<file path="src/rtl/mem_arbiter_pkg.sv">
// Shared constants, state encodings and helpers for the fetch/data memory arbiter.
// Everything here is imported by mem_arbiter and byte_merge.
package mem_arbiter_pkg;

    localparam int BE_WIDTH = 4;

    localparam logic WRITE_ENABLE  = 1'b1;
    localparam logic WRITE_DISABLE = 1'b0;
    localparam logic ZERO          = 1'b0;

    localparam logic [BE_WIDTH-1:0] BE_FULL = 4'b1111;
    localparam logic [BE_WIDTH-1:0] BE_NONE = 4'b0000;

    typedef enum logic [1:0] {
        ST_IDLE      = 2'd0,
        ST_READ      = 2'd1,
        ST_RMW_READ  = 2'd2,
        ST_RMW_WRITE = 2'd3
    } state_e;

    typedef enum logic {
        OWN_IF = 1'b0,
        OWN_DM = 1'b1
    } owner_e;

    // A write needs the read-modify-write path only when some, but not all, lanes are enabled.
    function automatic logic is_partial(input logic [BE_WIDTH-1:0] be);
        return (be != BE_FULL) && (be != BE_NONE);
    endfunction

endpackage

</file>
<file path="src/rtl/byte_merge.sv">
// Combinational lane merge: each lane takes store data when its enable is set,
// otherwise keeps the word read back from RAM.
module byte_merge
    import mem_arbiter_pkg::*;
#(
    parameter int DATA_WIDTH = 32
) (
    input  logic [BE_WIDTH-1:0]   be,
    input  logic [DATA_WIDTH-1:0] wdata,
    input  logic [DATA_WIDTH-1:0] rdata,
    output logic [DATA_WIDTH-1:0] merged
);

    localparam int LANE_WIDTH = DATA_WIDTH / BE_WIDTH;

    generate
        for (genvar gi = 0; gi < BE_WIDTH; gi++) begin : g_lane
            assign merged[gi*LANE_WIDTH +: LANE_WIDTH] =
                be[gi] ? wdata[gi*LANE_WIDTH +: LANE_WIDTH]
                       : rdata[gi*LANE_WIDTH +: LANE_WIDTH];
        end
    endgenerate

endmodule

</file>
<file path="src/rtl/mem_arbiter.sv">
// Single-port RAM arbiter between an instruction-fetch reader and a data port,
// with starvation protection for fetch and read-modify-write for partial stores.
module mem_arbiter
    import mem_arbiter_pkg::*;
#(
    parameter int ADDR_WIDTH   = 32,
    parameter int DATA_WIDTH   = 32,
    parameter int STARVE_LIMIT = 4
) (
    input  logic                  clk_i,
    input  logic                  rst_i,
    input  logic                  if_req_i,
    input  logic [ADDR_WIDTH-1:0] if_addr_i,
    output logic                  if_gnt_o,
    output logic                  if_rvalid_o,
    output logic [DATA_WIDTH-1:0] if_rdata_o,
    input  logic                  dm_req_i,
    input  logic                  dm_we_i,
    input  logic [BE_WIDTH-1:0]   dm_be_i,
    input  logic [ADDR_WIDTH-1:0] dm_addr_i,
    input  logic [DATA_WIDTH-1:0] dm_wdata_i,
    output logic                  dm_gnt_o,
    output logic                  dm_rvalid_o,
    output logic [DATA_WIDTH-1:0] dm_rdata_o,
    output logic                  dm_done_o,
    output logic [ADDR_WIDTH-1:0] ram_addr_o,
    output logic                  ram_we_o,
    output logic [DATA_WIDTH-1:0] ram_wdata_o,
    input  logic [DATA_WIDTH-1:0] ram_rdata_i,
    output logic                  busy_o
);

    localparam int                    SW         = $clog2(STARVE_LIMIT + 2);
    localparam logic [SW-1:0]         STARVE_MAX = SW'(STARVE_LIMIT);
    localparam logic [SW-1:0]         STARVE_ONE = SW'(1);
    localparam logic [ADDR_WIDTH-1:0] ALIGN_MASK = ~ADDR_WIDTH'(3);

    state_e                  state_reg;
    owner_e                  owner_reg;
    logic [SW-1:0]           starve_reg;
    logic [ADDR_WIDTH-1:0]   addr_reg;
    logic                    we_reg;
    logic [BE_WIDTH-1:0]     be_reg;
    logic [DATA_WIDTH-1:0]   wdata_reg;
    logic [DATA_WIDTH-1:0]   merge_reg;
    logic [DATA_WIDTH-1:0]   merge_next;

    logic idle_active;
    logic if_wins;
    logic if_gnt;
    logic dm_gnt;
    logic if_rvalid;
    logic dm_rvalid;

    byte_merge #(
        .DATA_WIDTH(DATA_WIDTH)
    ) u_byte_merge (
        .be     (be_reg),
        .wdata  (wdata_reg),
        .rdata  (ram_rdata_i),
        .merged (merge_next)
    );

    // Grants are only offered from IDLE and never while reset is held.
    assign idle_active = (state_reg == ST_IDLE) && !rst_i;
    assign if_wins     = if_req_i && (!dm_req_i || (starve_reg == STARVE_MAX));
    assign if_gnt      = idle_active && if_wins;
    assign dm_gnt      = idle_active && dm_req_i && !if_wins;

    assign if_rvalid = (state_reg == ST_READ) && (owner_reg == OWN_IF) && !rst_i;
    assign dm_rvalid = (state_reg == ST_READ) && (owner_reg == OWN_DM) && !rst_i
                       && (we_reg == WRITE_DISABLE);

    assign if_gnt_o    = if_gnt;
    assign dm_gnt_o    = dm_gnt;
    assign if_rvalid_o = if_rvalid;
    assign dm_rvalid_o = dm_rvalid;
    assign if_rdata_o  = if_rvalid ? ram_rdata_i : {DATA_WIDTH{ZERO}};
    assign dm_rdata_o  = dm_rvalid ? ram_rdata_i : {DATA_WIDTH{ZERO}};
    assign busy_o      = (state_reg != ST_IDLE);

    // RAM port: the grant cycle drives the live request, RMW_WRITE drives the latched merge.
    always_comb begin
        ram_addr_o  = {ADDR_WIDTH{ZERO}};
        ram_we_o    = WRITE_DISABLE;
        ram_wdata_o = {DATA_WIDTH{ZERO}};
        dm_done_o   = 1'b0;
        if (if_gnt) begin
            ram_addr_o = if_addr_i & ALIGN_MASK;
        end else if (dm_gnt) begin
            if (!dm_we_i) begin
                ram_addr_o = dm_addr_i & ALIGN_MASK;
            end else if (dm_be_i == BE_FULL) begin
                ram_addr_o  = dm_addr_i & ALIGN_MASK;
                ram_we_o    = WRITE_ENABLE;
                ram_wdata_o = dm_wdata_i;
                dm_done_o   = 1'b1;
            end else if (dm_be_i == BE_NONE) begin
                dm_done_o = 1'b1;
            end else begin
                ram_addr_o = dm_addr_i & ALIGN_MASK;
            end
        end else if ((state_reg == ST_RMW_WRITE) && !rst_i) begin
            ram_addr_o  = addr_reg & ALIGN_MASK;
            ram_we_o    = WRITE_ENABLE;
            ram_wdata_o = merge_reg;
            dm_done_o   = 1'b1;
        end
    end

    always_ff @(posedge clk_i) begin
        if (rst_i) begin
            state_reg  <= ST_IDLE;
            owner_reg  <= OWN_IF;
            starve_reg <= {SW{ZERO}};
            addr_reg   <= {ADDR_WIDTH{ZERO}};
            we_reg     <= WRITE_DISABLE;
            be_reg     <= BE_NONE;
            wdata_reg  <= {DATA_WIDTH{ZERO}};
            merge_reg  <= {DATA_WIDTH{ZERO}};
        end else begin
            if (if_gnt) begin
                starve_reg <= {SW{ZERO}};
            end else if (if_req_i && (starve_reg != STARVE_MAX)) begin
                starve_reg <= starve_reg + STARVE_ONE;
            end

            case (state_reg)
                ST_IDLE: begin
                    if (if_gnt) begin
                        owner_reg <= OWN_IF;
                        addr_reg  <= if_addr_i;
                        we_reg    <= WRITE_DISABLE;
                        be_reg    <= BE_NONE;
                        wdata_reg <= {DATA_WIDTH{ZERO}};
                        state_reg <= ST_READ;
                    end else if (dm_gnt) begin
                        owner_reg <= OWN_DM;
                        addr_reg  <= dm_addr_i;
                        we_reg    <= dm_we_i;
                        be_reg    <= dm_be_i;
                        wdata_reg <= dm_wdata_i;
                        if (!dm_we_i) begin
                            state_reg <= ST_READ;
                        end else if (is_partial(dm_be_i)) begin
                            state_reg <= ST_RMW_READ;
                        end
                    end
                end
                ST_READ: begin
                    state_reg <= ST_IDLE;
                end
                ST_RMW_READ: begin
                    merge_reg <= merge_next;
                    state_reg <= ST_RMW_WRITE;
                end
                ST_RMW_WRITE: begin
                    state_reg <= ST_IDLE;
                end
                default: begin
                    state_reg <= ST_IDLE;
                end
            endcase
        end
    end

endmodule

</file>
<file path="config.mk">
export PLATFORM = sky130hd
export DESIGN_NAME = mem_arbiter
export DESIGN_NICKNAME = d
export VERILOG_FILES = /design/src/rtl/mem_arbiter_pkg.sv /design/src/rtl/byte_merge.sv /design/src/rtl/mem_arbiter.sv
export SDC_FILE = /design/constraint.sdc
export NUM_CORES = 1
export LEC_CHECK = 0
export BUFFER_PORTS_ARGS = -buffer_cell sky130_fd_sc_hd__buf_2
export CAP_MARGIN = 10
export CORE_MARGIN = 3
export CORE_UTILIZATION = 43
export DETAILED_ROUTE_END_ITERATION = 16
export PLACE_DENSITY = 0.75
export SLEW_MARGIN = 0
export SYNTH_ARGS = -nofsm -noshare
export SYNTH_HDL_FRONTEND = slang
export SYNTH_SLANG_ARGS = --single-unit
</file>
<file path="constraint.sdc">
create_clock -name clk_i -period 2.3 [get_ports clk_i]
set_clock_uncertainty 0.15 [all_clocks]
set_input_delay 0.46 -clock clk_i [delete_from_list [all_inputs] [get_ports clk_i]]
set_output_delay 0.46 -clock clk_i [all_outputs]
set_load 0.05 [all_outputs]
</file>
== Word-level counts from Yosys, hierarchy flattened ==
Index checks and enable logic that the tools add are counted.

* Flip-flop bits (word level): 107
* Input bits: 137
* Output and inout bits: 135

* Add/sub/neg operators: 1
* Reduce and logical (&&, ||, !) cells: 26
* Multiplexer cells: 42
* Bitwise gates (word level): 2
* Eq/ne operators: 9

{| class="wikitable"
|+ Operators by type and width
! operator !! count
|-
| 32-bit 2-to-1 mux || 17
|-
| 8-bit 2-to-1 mux || 4
|-
| 1-bit 2-to-1 mux || 14
|-
| 1-bit logical AND || 13
|-
| 2-bit 2-to-1 mux || 4
|-
| 4-bit 2-to-1 mux || 2
|-
| 3-bit inequality test, second input constant || 2
|-
| 2-bit case mux with 3 select lines || 1
|-
| 2-bit equality test, second input constant || 2
|-
| 4-bit equality test, second input constant || 1
|-
| 4-bit logical NOT || 1
|-
| 4-bit by 3-bit inequality test with 1-bit output, second input constant || 1
|-
| 4-bit inequality test, second input constant || 1
|-
| 2-bit AND reduction || 2
|-
| 2-bit nonzero test || 2
|-
| 4-bit nonzero test || 1
|-
| 2-bit OR reduction || 2
|-
| 3-bit by 1-bit adder with 3-bit output, second input constant || 1
|-
| 3-bit equality test, second input constant || 1
|-
| 1-bit logical NOT || 3
|-
| 2-bit by 1-bit equality test with 1-bit output, second input constant || 1
|-
| 2-bit logical NOT || 1
|-
| 1-bit inverter || 2
|-
| 1-bit logical OR || 1
|}

== Longest topological paths before layout ==
Gate-level depths: netlist of run 1.

* Depth after elaboration: 8
* Mapped depth: 10

== By module ==
A second synthesis of run 1 with hierarchy kept.

* Cells, all modules: 782
* Area, all modules: 6159.7 µm²

{| class="wikitable"
|+ By module, submodules not included
! module !! cells an instance !! times used !! sequential area each (µm²) !! area each (µm²)
|-
| mem_arbiter || 746 || 1 || 2102.0 || 5634.2
|-
| byte_merge || 36 || 1 || 0.0 || 525.5
|}

== Worst setup path before layout of run 1 ==
OpenSTA, ideal clock, no wires.

* Kind: input port to output port
* Start: input port rst_i
* End: output port ram_addr_o[10]
* Arrival time: 2.783 ns
* Path buffers: 3
* Required time: 1.690 ns
* Slack: -1.093 ns
* Cell stages on the path: 8
* Cells stage by stage: or4b_1 buf_2 o21bai_1 buf_6 clkinv_4 buf_8 a21oi_1 o31ai_1

* Word-level cells in the longest chain between the ends: 6
* Elaborated cells between the ends (all ways): 9

{| class="wikitable"
|+ Ends and longest elaborated chain
! what !! RTL line !! source
|-
| start: declaration || mem_arbiter.sv:11 || <nowiki>input logic rst_i,</nowiki>
|-
| 1-bit logical NOT (*) || mem_arbiter.sv:65, mem_arbiter.sv:103 ||
|-
| 1-bit logical AND || mem_arbiter.sv:65 || <nowiki>assign idle_active = (state_reg == ST_IDLE) && !rst_i;</nowiki>
|-
| 1-bit logical AND (2 in series) || mem_arbiter.sv:68 || <nowiki>assign dm_gnt = idle_active && dm_req_i && !if_wins;</nowiki>
|-
| 32-bit 2-to-1 mux || mem_arbiter.sv:90 || <nowiki>end else if (dm_gnt) begin</nowiki>
|-
| 32-bit 2-to-1 mux (*) || mem_arbiter.sv:88 || <nowiki>if (if_gnt) begin</nowiki>
|-
| end: declaration || mem_arbiter.sv:26 || <nowiki>output logic [ADDR_WIDTH-1:0] ram_addr_o,</nowiki>
|}

Every way passes the cells marked *; elsewhere a longest branch is shown, timed or not.

== Worst setup path in the final report of run 1 ==
* Start: register state_reg[0]
* End: output port ram_wdata_o[7]

* Word-level cells in the longest chain between the ends: 6
* Elaborated cells between the ends (all ways): 10

{| class="wikitable"
|+ Ends and longest elaborated chain
! what !! RTL line !! source
|-
| start: declaration || mem_arbiter.sv:38 || <nowiki>state_e state_reg;</nowiki>
|-
| start signal: assignment || mem_arbiter.sv:113 || <nowiki>state_reg <= ST_IDLE;</nowiki>
|-
| start signal: assignment || mem_arbiter.sv:136 || <nowiki>state_reg <= ST_READ;</nowiki>
|-
| start signal: assignment || mem_arbiter.sv:144 || <nowiki>state_reg <= ST_READ;</nowiki>
|-
| 2-bit logical NOT || mem_arbiter.sv:65 ||
|-
| 1-bit logical AND || mem_arbiter.sv:65 ||
|-
| 1-bit logical AND (2 in series) || mem_arbiter.sv:68 ||
|-
| 32-bit 2-to-1 mux || mem_arbiter.sv:90 ||
|-
| 32-bit 2-to-1 mux (*) || mem_arbiter.sv:88 ||
|-
| end: declaration || mem_arbiter.sv:28 || <nowiki>output logic [DATA_WIDTH-1:0] ram_wdata_o,</nowiki>
|}

Marked as above.

==> impl_metrics.toml, run 1 <==
[clocking]
cts.sinks = 105
h-tree-depth = 3
clk-insertion-delay-late_ns = 0.36
cts_tree = "done"
clk_pin_slew_ns = 0.07
postCtsHoldBufs = 0
cts_inserted_buffers = 9
cts_root_buf = "clkbuf_16"
clockBufferDepth = 2

[synthesis]
synth_area_leaders = "dfxtp_1 (35%), and2_1 (6.8%), a211oi_1 (6.1%)"
netlist_instances = 749
synth_seq_cells = 105
synth_largest_area_cell = "dfxtp_1"
syn_avg_cell_area_um2 = 7.91
synth_cell_types = 42
synth_area_um2 = 5920
synth_top_area_share_pct = 35.5
synth_seq_area_share_pct = 35.5
yosys_warnings = 0

[setup_path]
crit_type = "reg -> out"
cp-startpoint = "state_reg[0]"
cp_num_buf_inv = 3
endpoint_kind = "output pin"
cp_slowest_cell = "or4b_4"
critPathMaxFanout = 25
startpoint_type = "register"
crit_arrival_ns = 2.22
cp_data_required_time_ns = 1.69
crit_path_cell_trace = "or4b_4 > o21bai_4 > clkinv_8 > a31oi_4 > buf_12 > a21oi_4 > buf_6"
cp_slowest_stage_delay_ns = 0.53
worstReg2RegStart = "state_reg[0]"
cp_top_family = "simple AND/OR/NAND/NOR gates"

[global_route]
antenna_found_initial = 2
grt_pass1_wl_um = 33500
grt_pass1_vias = 6673
grt_max_degree = 65
overflow = 0
grt_usage_pct = 27.8

[timing]
hold_viol = 0
setup_violations = 132
finalCriticalPeriod_ns = 2.83
drv_slew = 0
fin_worst_hold_slack_ns = 0.185
relSlewSlack_pct = 61.1
max_slew.worst_pin.slew_ns = 0.583
finalCritPeriodShare_pct = 123
finalWorstSetupSlack_ns = -0.527
tns_ns = -41.80
fmax_mhz = 354
rsz0062_at_grt = "true"

[floorplan]
start_util_pct = 44.4
core_um2 = 13300
die_w_um = 123
die_h_um = 123
die-area_um2 = 15200
ios = 272
row_count = 42

[route]
drt_pre_antenna_iters = 5
antenna_left = 0
wl_met3_um = 1980
wl_met1_um = 9290
detail_route.vias_per_cell = 5.82
dr_wl_met2_um = 12400
drt-wirelength-per-cell_um = 20.2
drc_errors = 0
dr.max_layer_used = "met5"
vias = 7116
drt_iter0_markers = 546
wl_um = 24700

[layout]
drive_above_1_share_pct = 52.3
syn2layout_area_growth_pct = 80.1
final_common_cell = "buf_2"
layout_common_cells = "buf_2 (133), dfxtp_1 (101), buf_6 (89), nand2_1 (82), nor2_1 (79)"
layout.nets = 1181
stdcell_count = 1223

[place]
gp_congestion = 0.840
post-place-ws_ns = -0.433
numPortBuffers = 265
place_inst = 1178
hpwl_um = 13700

[run_status]
violations = "negative setup slack"
status = "finished with violations"

[power]
power.density_nw_per_um2 = 502
leakage_nw = 4.18
ir_drop_mv = 0.382

[hold_path]
hold_start = "dm_wdata_i[4]"
min_path_type = "in -> reg"

[run]
max_cap_viol_count = 0
[cells in the mapped netlist]
cell type    n
dfxtp_1    105
nand2_1     84
nor2_1      82
and2_1      64
a21oi_1     51
a211oi_1    48
clkbuf_1    46
a22o_1      36
nor3_1      35
mux2i_1     33
o22ai_1     30
a21oi_2     29
o21ai_0     16
nand3b_1    15
o31ai_1     15
buf_6        9
buf_2        8
inv_1        8
buf_1        6
nand3_1      4
buf_4        3
ha_1         2
a21bo_2      1
a21boi_1     1
a21o_1       1
a31oi_1      1
a31oi_4      1
and4_1       1
buf_8        1
clkinv_4     1
conb_1       1
nand2b_1     1
nor3_2       1
nor3b_1      1
nor4_1       1
o21a_1       1
o21bai_1     1
o31ai_2      1
or2_2        1
or4b_1       1
xnor2_1      1
xor2_1       1
[cells by family (layout without fill, tap and decap cells)]
family | count (synthesis) | after routing | share of synthesized area [%]
AND/OR/NAND/NOR | 291 | 292 | 23.4
AO/OA/AOI/OAI | 233 | 233 | 27.8
flip-flops | 105 | 105 | 35.5
buffers and inverters | 82 | 377 | 6.97
multiplexers | 33 | 33 | 5.58
adder cells (fa/ha/maj) | 2 | 2 | 0.422
XOR/XNOR | 2 | 2 | 0.296
other | 1 | 3 | 0.0633
[final timing paths]
kind	endpoint	slack (ns)	cells past startpoint
max	ram_wdata_o[7]	-0.53	7
min	wdata_reg[4]	0.18	2
max reg2reg	wdata_reg[1]	0.28	7
min reg2reg	wdata_reg[12]	0.33	1
[worst reg2reg max path: stages (launching register included)]
cell and delay [ns]:
dfxtp_2 0.35, buf_4 0.17, nor3_4 0.07, o21a_2 0.15, buf_4 0.17, buf_4 0.18
nor2_4 0.48, a22o_1 0.23
[final cells by class]
type	instances	area, um2
well taps	176	220
inverters	9	55.1
multi-input cells	564	4540
repair buffers	353	3440
flip-flops and latches	105	2110
clock buffers	9	225
fillers	839	2680
diodes	1	2.50
clock inverters	6	76.3
[metrics by stage]
step | power (mW) | utilization [%] | area, um2
2_1_floorplan | 3.03 | - | 6730
3_3_place_gp | 3.44 | 64.0 | 8540
3_5_place_dp | 3.46 | 64.0 | 8540
4_1_cts | 5.19 | 74.6 | 9960
5_1_grt | 5.55 | 79.9 | 10700
6_report | 5.35 | 79.9 | 10700
[per-layer routing]
| layer | track usage (%) | up-vias |
|---|---|---|
| met1 | 33.2 | 3377 |
| met2 | 48.6 | 416 |
| met5 | 0 | - |
| met4 | 8.79 | 2 |
| met3 | 7.18 | 79 |
| li1 | - | 3242 |
[power breakdown]
part           internal, mW  leakage [nW]  switching, mW
combinational         0.721          3.17          0.988
sequential             1.95         0.863          0.101
clock                 0.856         0.148          0.736
total                  3.53          4.18           1.82
[timing repair]
item / 4_1_cts / 5_1_grt
gates cloned: 4 / 8
setup endpoints to repair: 132 / 168
resized for setup: 300 / 173
pin swaps: 2 / 4
setup buffers: 10 / 11
Note: power is estimated with default switching activity, not from simulation.
==> run 2: changes to the inputs <==
--- a/config.mk
+++ b/config.mk
@@ -7,8 +7,8 @@
 export LEC_CHECK = 0
-export BUFFER_PORTS_ARGS = -buffer_cell sky130_fd_sc_hd__buf_2
 export CAP_MARGIN = 10
 export CORE_MARGIN = 3
-export CORE_UTILIZATION = 43
+export CORE_UTILIZATION = 52
 export DETAILED_ROUTE_END_ITERATION = 16
-export PLACE_DENSITY = 0.75
+export DONT_BUFFER_PORTS = 1
+export PLACE_DENSITY = 0.68
 export SLEW_MARGIN = 0
==> constraint.sdc (replaced) <==
create_clock -name clk_i -period 2.3 [get_ports clk_i]
set_clock_uncertainty 0.15 [all_clocks]
set_input_delay 0.115 -clock clk_i [delete_from_list [all_inputs] [get_ports clk_i]]
set_output_delay 0.115 -clock clk_i [all_outputs]
set_load 0.05 [all_outputs]
==> run 2 against run 1 <==
- the flow finishes with violations (negative hold slack, negative setup slack)
- worst hold slack worse by 0.51 ns
- first-iteration DRC count up 87%
- register-to-register slack worse by 0.35 ns
- via count up 12%
- critical endpoint is now ram_wdata_o[16]
- largest cell class unchanged
- flip-flop and latch count unchanged
- fmax up 4.9%
- clock power about the same
- die area down 17%
==> impl_metrics.toml, run 2 (synthesis gave the netlist of run 1 again) <==
[run_status]
status = "finished with violations"
violations = "negative hold slack, negative setup slack"

[setup_path]
ff2ff_path_depth = 7
cp_data_required_time_ns = 2.04
endpoint_kind = "output pin"
cp-startpoint = "state_reg[0]"
reg2reg_slack_ns = -0.07
r2r-end = "merge_reg[8]"
worstReg2RegStart = "state_reg[1]"
cp-endpoint = "ram_wdata_o[16]"
critPathMaxFanout = 40
crit_arrival_ns = 2.43
crit_type = "reg -> out"
startpoint_type = "register"

[route]
antenna_left = 0
vias = 7962
drt-wirelength-per-cell_um = 30.9
drt_iter0_markers = 1020
drc_errors = 0
detail_route.vias_per_cell = 7.39
drt_pre_antenna_iters = 8
wl_um = 33300

[clocking]
clk_pin_slew_ns = 0.07
cts.sinks = 105
clk-insertion-delay-late_ns = 0.36
h-tree-depth = 3
cts_root_buf = "clkbuf_16"
postCtsHoldBufs = 73
cts_inserted_buffers = 9
cts_tree = "done"
clockBufferDepth = 2

[global_route]
grtUsageMet2_pct = 73.9
met1_usage_pct = 47.8
antenna_found_initial = 1
grt_usage_pct = 43.2
overflow = 0
grt_most_used_layer = "met2"
grt_pass1_wl_um = 43700
grt_pass1_vias = 7626
grt_util_met3_pct = 11.2
grt_max_degree = 75

[floorplan]
die-area_um2 = 12700
row_count = 38
die_w_um = 113
die_h_um = 113
start_util_pct = 53.9
ios = 272
core_um2 = 11000

[layout]
diodes = 0
syn2layout_area_growth_pct = 74.2
final_common_cell = "dfxtp_1"
fin_area_um2 = 10300
nFillCells = 311
layout_common_cells = "dfxtp_1 (101), buf_12 (85), nor2_1 (79), dlygate4sd3_1 (72), nand2_1 (68)"
layout.nets = 1072
drive_above_1_share_pct = 32.7
regArea_um2 = 2110
multi_input_area_um2 = 4310

[timing]
finalCriticalPeriod_ns = 2.69
tns_ns = -15.07
fmax_mhz = 371
finalWorstSetupSlack_ns = -0.395
drv_slew = 0
rsz0062_at_grt = "true"
max_slew.worst_pin.slew_ns = 1.23
relSlewSlack_pct = 17.9
fin_worst_hold_slack_ns = -0.324
setup_violations = 75
hold_viol = 33
finalCritPeriodShare_pct = 117

[hold_path]
min_path_type = "in -> reg"

[run]
max_cap_viol_count = 0

[place]
gp_congestion = 0.868
placement.cell_area_um2 = 8590
hpwl_um = 14100
numPortBuffers = 0

[power]
p_sw_share_pct = 34.5
power.density_nw_per_um2 = 519
p_sw_mw = 1.85
p_clk_share_pct = 30.2
seqPwrFrac_pct = 38.9
leakage_nw = 3.79
p_int_mw = 3.50
ir_drop_mv = 0.474
combPwrFrac_pct = 30.9
-- run 2: cell types whose count changed in the layout (fill, tap and decap cells not counted), sizes merged --
cell,delta
inv,-1
dlygate4sd3,+72
buf,-183
diode,-1
clkinvlp,+3
bufbuf,+2
clkinv,-2
nor2,-1
clkbuf,+2
-- run 2: how the worst min path moves through the flow --
stage / start / to / slack, ns / cells after the start
2_1_floorplan: dm_wdata_i[0] / wdata_reg[0] / 0.1 / 1
6_report: rst_i / addr_reg[5] / -0.32 / 1
3_3_place_gp: rst_i / addr_reg[2] / 0.05 / 1
5_1_grt: rst_i / addr_reg[5] / -0.32 / 1
4_1_cts: rst_i / addr_reg[5] / -0.31 / 1
3_5_place_dp: rst_i / addr_reg[22] / 0.05 / 1
-- run 2: what timing repair did --
item                                    4_1_cts  5_1_grt
hold endpoints to repair                    105       33
pin swaps                                    10        4
endpoints found under the setup margin       80      141
resized for setup                            40       48
gates cloned                                  6        5
setup buffers                                 9        5
-- run 2: layout make-up --
| class | instances | area share, % |
|---|---|---|
| clock buffer | 11 | 2.26 |
| clock inverter | 5 | 0.631 |
| inverter | 9 | 0.521 |
| multi-input combinational | 563 | 41.7 |
| sequential | 105 | 20.4 |
| tap | 140 | 1.70 |
| timing repair buffer | 244 | 32.6 |
| timing repair inverter | 1 | 0.109 |
-- run 2: metrics by stage --
step	util [%]	std cells	setup slack [ns]	power, mW
after floorplan	-	750	-0.0478	3.01
final	94.0	1078	-0.395	5.35
after CTS	91.5	1071	-0.239	5.08
after global routing	94.0	1078	-0.450	5.46
after detailed placement	78.3	967	-0.0818	3.39
after global placement	78.3	967	0.0177	3.34
-- run 2: power by group through the flow --
stage,Sequential (mW),Clock [mW],Combinational [mW]
2_1_floorplan,2.04,0,0.966
3_5_place_dp,2.08,0,1.30
3_3_place_gp,2.08,0,1.26
5_1_grt,2.08,1.66,1.71
4_1_cts,2.04,1.56,1.48
6_report,2.08,1.61,1.66
-- run 2: critical path, stage by stage (launching register included) --
cell	delay, ns
dfxtp_2	0.35
or4b_4	0.51
o21bai_4	0.23
clkinv_8	0.08
buf_12	0.22
nand2_1	0.27
a21oi_4	0.24
buf_12	0.16
-- run 2: per-layer routing --
metal | wire [um] | part of all wire [%]
met2 | 15300 | 46
met5 | 12 | 0.036
met4 | 3330 | 10
met1 | 10100 | 30
met3 | 4590 | 14
==> run 3: changes to the inputs <==
GPL_TIMING_DRIVEN = 0   (was default)
==> run 3 against run 2 <==
- the run ends with negative setup slack left
- flip-flop and latch count stayed put
- global-route usage is 7.6 points lower
- sequential power is 2% lower
- non-clock buffer count is 7 lower
- die area stayed put
- clock-buffer cell count stayed put
- first-iteration DRC count is 48% lower
- largest power group unchanged
==> impl_metrics.toml, run 3 (synthesis gave the netlist of run 1 again) <==
[clocking]
cts.sinks = 105
clk-insertion-delay-late_ns = 0.35
cts_root_buf = "clkbuf_16"
clk_pin_slew_ns = 0.07
h-tree-depth = 3
cts_inserted_buffers = 9
clockBufferDepth = 2
cts_tree = "done"

[layout]
drive_above_1_share_pct = 28.8
final_common_cell = "dlygate4sd3_1"
diodes = 0
syn2layout_area_growth_pct = 59.3
layout.nets = 1064
fin_util_pct = 85.9
nFillCells = 607
stdcell_count = 1070
fin_area_um2 = 9430
multi_input_area_um2 = 4480
layout_common_cells = "dlygate4sd3_1 (130), dfxtp_1 (103), nor2_1 (79), nand2_1 (77), and2_4 (58)"
regArea_um2 = 2110

[global_route]
grt_usage_pct = 35.7
antenna_found_initial = 0
overflow = 0
grt_pass1_wl_um = 36800
grt_max_degree = 17
grt_pass1_vias = 7022

[setup_path]
cpMostUsedCell = "buf_12"
cp_slowest_cell = "or4b_4"
ff2ff_path_depth = 10
cp_data_required_time_ns = 2.04
critPathMaxFanout = 5
cp_slowest_stage_delay_ns = 0.54
endpoint_kind = "output pin"
crit_path_cell_trace = "or4b_4 > o21bai_4 > clkinv_8 > buf_12 > a31oi_4 > buf_12 > clkbuf_16 > a21oi_4"
startpoint_type = "register"
cp_num_buf_inv = 4
crit_type = "reg -> out"
crit_arrival_ns = 2.50
cp_top_family = "compound AO/OA/AOI/OAI gates"
cp_num_cells = 8

[timing]
hold_viol = 0
drv_slew = 0
rsz0062_at_grt = "true"
setup_violations = 64
finalCriticalPeriod_ns = 2.76
fmax_mhz = 362
relSlewSlack_pct = 46.2
max_slew.worst_pin.slew_ns = 0.808
finalWorstSetupSlack_ns = -0.463
finalCritPeriodShare_pct = 120

[route]
drt-wirelength-per-cell_um = 22.8
drt_iter0_markers = 533
drt_pre_antenna_iters = 5
vias = 6780
antenna_left = 0
drc_errors = 0
detail_route.vias_per_cell = 6.34
wl_um = 24400

[place]
place_inst = 891
numPortBuffers = 0
hpwl_um = 14500
placement.cell_area_um2 = 6800
gp_congestion = 0.856
post-place-ws_ns = -0.489

[floorplan]
die-area_um2 = 12700
ios = 272
core_um2 = 11000
row_count = 38
die_w_um = 113
start_util_pct = 53.9
die_h_um = 113

[run_status]
status = "finished with violations"
violations = "negative setup slack"

[run]
max_cap_viol_count = 0

[power]
leakage_nw = 3.28
ir_drop_mv = 0.595
power.density_nw_per_um2 = 545

[hold_path]
min_path_type = "in -> reg"
holdPathStages = 3
-- run 3: cell count changes in the layout (fill, tap and decap cells not counted), moves of 5 or more --
cell,delta
a21oi_1,-12
a21oi_2,+8
and2_1,-60
and2_4,+58
buf_12,-74
buf_2,+6
buf_4,-25
buf_6,-16
clkbuf_1,+27
clkbuf_4,+5
dlygate4sd3_1,+58
nand2_1,+9
nand2_2,-8
-- run 3: report_power, final --
part / switching, mW / internal (mW)
Combinational: 0.920 / 0.612
Sequential: 0.0856 / 1.95
Clock: 0.706 / 0.871
-- run 3: final cells by class --
cell class	instances	share of cell area, %
sequential	105	22.4
clock inverter	5	0.584
multi-input combinational	563	47.4
timing repair buffer	167	18.6
clock buffer	11	2.57
tap	140	1.86
inverter	9	0.584
buffer	70	5.98
-- run 3: repair_timing --
item | CTS | global route
gates cloned | 2 | 4
hold buffers | 130 | 0
gates resized for setup | 175 | 94
endpoints found under the setup margin | 132 | 176
buffers inserted | 20 | 11
pin swaps | 23 | 33
endpoints found under the hold margin | 101 | 0
-- run 3: final timing paths --
kind	to	slack [ns]	from
setup / recovery	ram_wdata_o[20]	-0.46	state_reg[1]
hold / removal	addr_reg[31]	0.09	dm_req_i
setup reg to reg	wdata_reg[29]	0.08	starve_reg[0]
hold reg to reg	wdata_reg[12]	0.32	wdata_reg[12]
-- run 3: per-stage QoR --
step / TNS, ns / power (mW) / hold slack, ns
finish: -22.57 / 5.15 / 0.0927
detailed placement: -31.22 / 3.18 / 0.101
CTS: -26.99 / 5.05 / 0.0629
global placement: -38.17 / 3.16 / 0.0999
global route: -25.96 / 5.31 / 0.139
floorplan: -1.57 / 3.01 / 0.0976
-- run 3: tightest hold or removal path: cells and delay by family --
family             cells  cell delay (ns)
AOI/OAI and AO/OA      2             0.25
and+or+nand+nor        1             0.18
-- run 3: metal layers --
metal  track usage (%)  vias up  share of wire, %
met2              60.9      411                51
met4              15.1        0               3.0
met3              9.41       69               8.8
met1              42.5     3280                37
li1                  -     3020                 -
met5                 0        -                 0
